===== src/rtl/array_max_scanner.sv =====
// Signed max-search engine that borrows the data memory port.
// Scans N big-endian words, then writes the max and its index.
module array_max_scanner #(
  parameter logic [31:0] MAX_ADDR = 32'd2000,
  parameter logic [31:0] IDX_ADDR = 32'd2004,
  parameter int          LEN_W    = 16
) (
  input  logic             clk,
  input  logic             rst,
  input  logic             start,
  input  logic [31:0]      base_addr,
  input  logic [LEN_W-1:0] length,
  output logic             busy,
  output logic             done,
  output logic [31:0]      result_max,
  output logic [31:0]      result_index,
  output logic [31:0]      mem_address,
  output logic [31:0]      mem_write_data,
  output logic             mem_read,
  output logic             mem_write,
  input  logic [31:0]      mem_read_data
);

  typedef enum logic [2:0] {
    IDLE,
    SETUP,
    READ,
    WR_MAX,
    WR_IDX,
    DONE
  } state_t;

  state_t           state;
  state_t           state_n;
  logic [31:0]      base_q;
  logic [31:0]      max_q;
  logic [LEN_W-1:0] len_q;
  logic [LEN_W-1:0] i_q;
  logic [LEN_W-1:0] idx_q;
  logic [31:0]      elem_addr;
  logic             last;
  logic             take;

  assign elem_addr = base_q + (32'(i_q) << 2);
  assign last      = (i_q == len_q - 1'b1);
  // Strict compare keeps the first occurrence on a tie.
  assign take      = (i_q == '0) ||
                     ($signed(mem_read_data) > $signed(max_q));

  always_comb begin
    state_n        = state;
    busy           = (state != IDLE);
    done           = 1'b0;
    mem_address    = '0;
    mem_write_data = '0;
    mem_read       = 1'b0;
    mem_write      = 1'b0;
    unique case (state)
      IDLE: begin
        if (start)
          state_n = (length == '0) ? DONE : SETUP;
      end
      SETUP: begin
        mem_address = elem_addr;
        state_n     = READ;
      end
      READ: begin
        mem_address = elem_addr;
        mem_read    = 1'b1;
        state_n     = last ? WR_MAX : SETUP;
      end
      WR_MAX: begin
        mem_address    = MAX_ADDR;
        mem_write_data = max_q;
        mem_write      = 1'b1;
        state_n        = WR_IDX;
      end
      WR_IDX: begin
        mem_address    = IDX_ADDR;
        mem_write_data = 32'(idx_q);
        mem_write      = 1'b1;
        state_n        = DONE;
      end
      DONE: begin
        done    = 1'b1;
        state_n = IDLE;
      end
      default: state_n = IDLE;
    endcase
  end

  always_ff @(posedge clk) begin
    if (rst) begin
      state        <= IDLE;
      base_q       <= '0;
      len_q        <= '0;
      i_q          <= '0;
      max_q        <= '0;
      idx_q        <= '0;
      result_max   <= '0;
      result_index <= '0;
    end else begin
      state <= state_n;
      if (state == IDLE && start) begin
        base_q <= base_addr;
        len_q  <= length;
        i_q    <= '0;
        if (length == '0) begin
          result_max   <= '0;
          result_index <= '0;
        end
      end
      if (state == READ) begin
        if (take) begin
          max_q <= mem_read_data;
          idx_q <= i_q;
        end
        if (!last)
          i_q <= i_q + 1'b1;
      end
      if (state == WR_IDX) begin
        result_max   <= max_q;
        result_index <= 32'(idx_q);
      end
    end
  end

endmodule


===== config.mk =====
export PLATFORM = sky130hd
export DESIGN_NAME = array_max_scanner
export DESIGN_NICKNAME = d
export VERILOG_FILES = /design/src/rtl/array_max_scanner.sv
export SDC_FILE = /design/constraint.sdc
export NUM_CORES = 1
export LEC_CHECK = 0
export CAP_MARGIN = 5
export CORE_MARGIN = 10
export CORE_UTILIZATION = 48
export CTS_CLUSTER_DIAMETER = 100
export DETAILED_ROUTE_END_ITERATION = 10
export PLACE_DENSITY_LB_ADDON = 0.12
export SETUP_SLACK_MARGIN = 0.2
export SYNTH_ARGS = -nofsm -noshare
export SYNTH_HDL_FRONTEND = slang
export SYNTH_SLANG_ARGS = --single-unit

===== constraint.sdc =====
create_clock -name clk -period 5.2 [get_ports clk]
set_input_delay 0.52 -clock clk [delete_from_list [all_inputs] [get_ports clk]]
set_output_delay 0.52 -clock clk [all_outputs]
set_load 0.03 [all_outputs]

[Word level (Yosys, flattened, before mapping)]
Cells that the tools add are included.
Storage, ports and cells
  input bits: 83
  output and inout port bits: 132
  bits in registers: 163
  word-level logic and storage cells: 49
Cells by class
  equality and inequality tests: 7
  magnitude comparators: 1
  multiplexer cells: 18
  add/sub/neg operators: 3
  reductions and logical operators: 12
Operator list (count)
  16-bit two-way mux: 6
  32-bit two-way mux: 3
  32-bit one-hot mux with 3 select lines: 1
  32-bit one-hot mux with 2 select lines: 1
  32-bit by 18-bit adder with 32-bit output: 1
  32-bit > comparator: 1
  16-bit logical NOT: 2
  16-bit by 1-bit adder with 16-bit output (second input constant): 1
  16-bit == test: 1
  16-bit by 1-bit subtractor with 16-bit output (second input constant): 1
  3-bit one-hot mux with 5 select lines: 1
  3-bit by 2-bit == test with 1-bit output (second input constant): 2
  3-bit == test (second input constant): 2
  3-bit two-way mux: 2
  2-bit AND reduction: 2
  2-bit nonzero test: 2
  2-bit OR reduction: 2
  3-bit by 1-bit == test with 1-bit output (second input constant): 1
  3-bit logical NOT: 1
  1-bit two-way mux: 3
  3-bit nonzero test: 1
  2-bit two-way mux: 1
  2-bit inequality test (second input constant): 1
  1-bit logical AND: 1
  1-bit logical OR: 1

[Depth between registers and ports, before layout]
  word-level depth: 5
  depth in mapped cells: 12
  depth with buffers taken out: 11

[Worst setup path after synthesis]
No wires, ideal clock.
  kind: register to output
  from: reg i_q[0]
  to: out mem_address[14]
  path buffers: 0
  arrival time: 2837 ps
  setup slack: 1843 ps
  cell stages (with the launch flop): 12
  data required time: 4680 ps
  path through: dfxtp_1 > ha_1 > inv_1 > fa_1 > nor2b_1 > o31a_1 > o2111ai_1 > a21boi_0 > o211ai_1 > a21boi_0 > nor3_1 > nor3_1
On the way
  longest elaborated chain between the ends: 2
Ends and longest elaborated chain
  start, declared: line 38  | logic [LEN_W-1:0] i_q;
  start signal, assigned: line 119  | i_q <= i_q + 1'b1;
  32-bit by 18-bit adder with 32-bit output: line 44  | assign elem_addr = base_q + (32'(i_q) << 2);
  32-bit one-hot mux with 3 select lines: line 58  | unique case (state)
  end, declared: line 17  | output logic [31:0] mem_address,
No other way between the ends.

[Worst setup path after layout]
  from: reg i_q[6]
  to: out mem_address[31]
The elaborated chain is that of the path after synthesis.

==> run metrics <==
asr flop ratio synth=0%; status=complete, no violations; PD cells=263 nW/um^2; worst-skew pair later-pin latency=0.44 ns; Avg WL per Cell=18.3 um; VDD IR-drop max=0.251 mV; fin crit period=4.63 ns; CTS clock-pin slew for the worst setup and hold paths=0.07 ns; vias in the first global route=8610; Worst setup EP type=output pin; Post-synth EDFFs=0; Reg-to-Reg Start=max_q[31]$_SDFFE_PP0P_; number of I/O pins=215; Fin. Hold Viols=0; crit start category=flip-flop; post-DR vias/cell=5.76; slowest stage delay, CP=0.83 ns; first-pass GRT wire length=45.5 mm; Slowest cell on crit path=a2111oi_0; pin count of the biggest net entering global routing=81; crit path max fanout=11; post-route cell area=11700 sq um; Crit path required time=4.68 ns; port bufs=198; Syn Inst Count=1165; Final setup viols=0; GRT Total Usage=22.4%; Fmax=216 MHz; Final Skew=0.0148 ns; level count of the clock H-tree=4; Final Max Tran Viols=0; Die ar.=25100 sq um; chip height=158 um; final period utilization=89.1%; antenna cells=0; worst-case clock buffer depth=2; # Post-CTS Setup Buffers=0; Initial Util=48.9%; Least-Margin Pin Slew=1.20 ns; CTS hold repair buffers=0; final antenna-violating net count=0; Mean Syn Cell Area=7.88 sq um; ys flop type=dfxtp_1; share of post-route cells with drive strength above 1=5.98%; setup slack, reg-to-reg=1.30 ns; CTS tree=done; DP Area=11100 sq um; synthesized area=9180 sq um; Vias=8962; Synth cell types=64; Setup TNS=0 ns; TritonCTS Sinks=163; HP Class=reg2reg; Seq cells post-synth=163; DRT Wirelength=28.5 mm; static leakage=4.16 nW; RR Endpoint=max_q[13]$_SDFFE_PP0P_; max-cap viol count=0; unrepaired setup endpoints after global routing=false; TritonCTS Buffers=17; initial DRC count=512; root buffer cell=clkbuf_16; Hold Crit Depth=2; cell chain of the critical path=ha_1 -> a21oi_1 -> o21ai_0 -> a2111oi_0 -> o21bai_1 -> nand2_1 -> nor3b_1 -> xnor2_1 -> nor2_1 -> clkdlybuf4s50_1; Rel. slew slack=19.9%; total global routing overflow=0; Hold Startpoint=base_q[1]$_SDFFE_PP0P_; endpoint of the worst hold path=base_q[1]$_SDFFE_PP0P_; NumNets Final=1445; row count=50; Critical Path AT=4.11 ns; sequential area share after synthesis=35.6%; r2r worst-path depth=9; synth-to-layout area growth=27.6%; worst setup path class=reg2out; DR DRC count=0; DRT Pass-1 Iters=6; initial antenna violation count=0; Die Width=158 um; synth warn=0; post-DP HPWL=20.3 mm; CTS resizes=0; Core Area=18800 sq um; RePlAce Congestion=0.913
worst max-delay path, delay by kind of cell (launching register included):
family,cells,cell delay [ns]
AOI/OAI and AO/OA,4,1.54
adders and majority gates,1,0.35
DFF,1,0.55
and+or+nand+nor,3,0.42
buffers and inverters,1,0.69
xor gates and xnor gates,1,0.13
synth_stat cells (12+ instances only):
cell | n | area share [%]
dfxtp_1 | 163 | 36
a21oi_1 | 127 | 6.9
nand2_1 | 119 | 4.9
nor2_1 | 86 | 3.5
o21ai_0 | 74 | 4.0
clkbuf_1 | 66 | 2.7
nand3_1 | 62 | 3.4
ha_1 | 51 | 7.0
a22oi_1 | 48 | 3.9
nor3_1 | 48 | 2.6
inv_1 | 47 | 1.9
xnor2_1 | 25 | 2.4
a22o_1 | 17 | 1.6
nor4_1 | 17 | 1.2
buf_4 | 16 | 1.3
and3_1 | 14 | 0.95
nand4_1 | 14 | 0.95
nand4b_1 | 12 | 1.1
xor2_1 | 12 | 1.1
kinds of logic after synthesis:
logic type | share of synthesized area [%]
flops | 35.6
mux | 0.109
fa+ha+maj | 7.17
simple gates | 21.9
other cells | 0.0409
buf+inv | 7.93
compound gates | 23.8
xor+xnor | 3.53
registers in the layout, indices dropped and copies added (netlist names):
name / cells
max_q: 32
idx_q: 16
base_q: 32
result_index: 16
state: 3
result_max: 32
len_q: 16
i_q: 16
cells in the final DEF, fill, tap and decap left out, types with 12 or more instances in the layout:
cell	netlist	layout
nand2_1	119	119
inv_1	47	47
buf_4	16	13
nor4_1	17	16
conb_1	1	16
nor2_1	86	85
ha_1	51	51
xor2_1	12	12
nand4_1	14	14
clkbuf_16	0	17
clkdlybuf4s50_1	0	197
nor3_1	48	47
nand3_1	62	62
and3_1	14	14
xnor2_1	25	25
o21ai_0	74	74
a21oi_1	127	126
dfxtp_1	163	163
a22o_1	17	17
a22oi_1	48	48
nand4b_1	12	12
stage by stage:
step	std cells	total power, W	hold WS, ns	setup slack, ns	utilization, %
global route	1556	0.00320	0.480	0.273	62.4
floorplan	1180	0.00166	0.432	1.84	-
detailed placement	1525	0.00181	0.447	0.782	59.2
finish	1556	0.00308	0.459	0.566	62.4
global placement	1525	0.00180	0.441	0.821	59.2
CTS	1556	0.00309	0.457	0.601	62.4
power by group:
group          internal, W  total [W]  switching, W
clock             0.000722    0.00129      0.000572
sequential         0.00129    0.00133     0.0000453
combinational     0.000184   0.000450      0.000266
total              0.00219    0.00308      0.000883
layer usage:
layer / vias up / share of wire (%) / track usage [%] / wire (um)
met2: 336 / 47 / 36.7 / 13300
met1: 4165 / 43 / 27.7 / 12300
li1: 4427 / - / - / -
met3: 34 / 9.0 / 7.20 / 2570
met4: 0 / 1.3 / 5.56 / 377
met5: - / 0 / 0 / 0
worst max-delay path by stage:
stage                                 start               endpoint  slack, ns  depth (start not counted)
after floorplan           i_q[0]$_SDFF_PP0_        mem_address[14]       1.84                         11
after global placement    mem_read_data[31]  idx_q[6]$_SDFFE_PP0P_       0.82                          9
after detailed placement  mem_read_data[31]  idx_q[1]$_SDFFE_PP0P_       0.78                          9
after CTS                 i_q[6]$_SDFF_PP0_        mem_address[31]       0.60                         10
after global routing      i_q[6]$_SDFF_PP0_        mem_address[31]       0.27                         10
final                     i_q[6]$_SDFF_PP0_        mem_address[31]       0.57                         10
area by class of cell:
type | instances | area, sq um
Inverter | 48 | 180
Multi-Input combinational cell | 869 | 5290
Tap cell | 234 | 293
Clock buffer | 17 | 425
Timing Repair Buffer | 211 | 2090
Fill cell | 1747 | 7060
Clock inverter | 14 | 168
Sequential cell | 163 | 3260
Note: power is estimated with default switching activity, not from simulation.
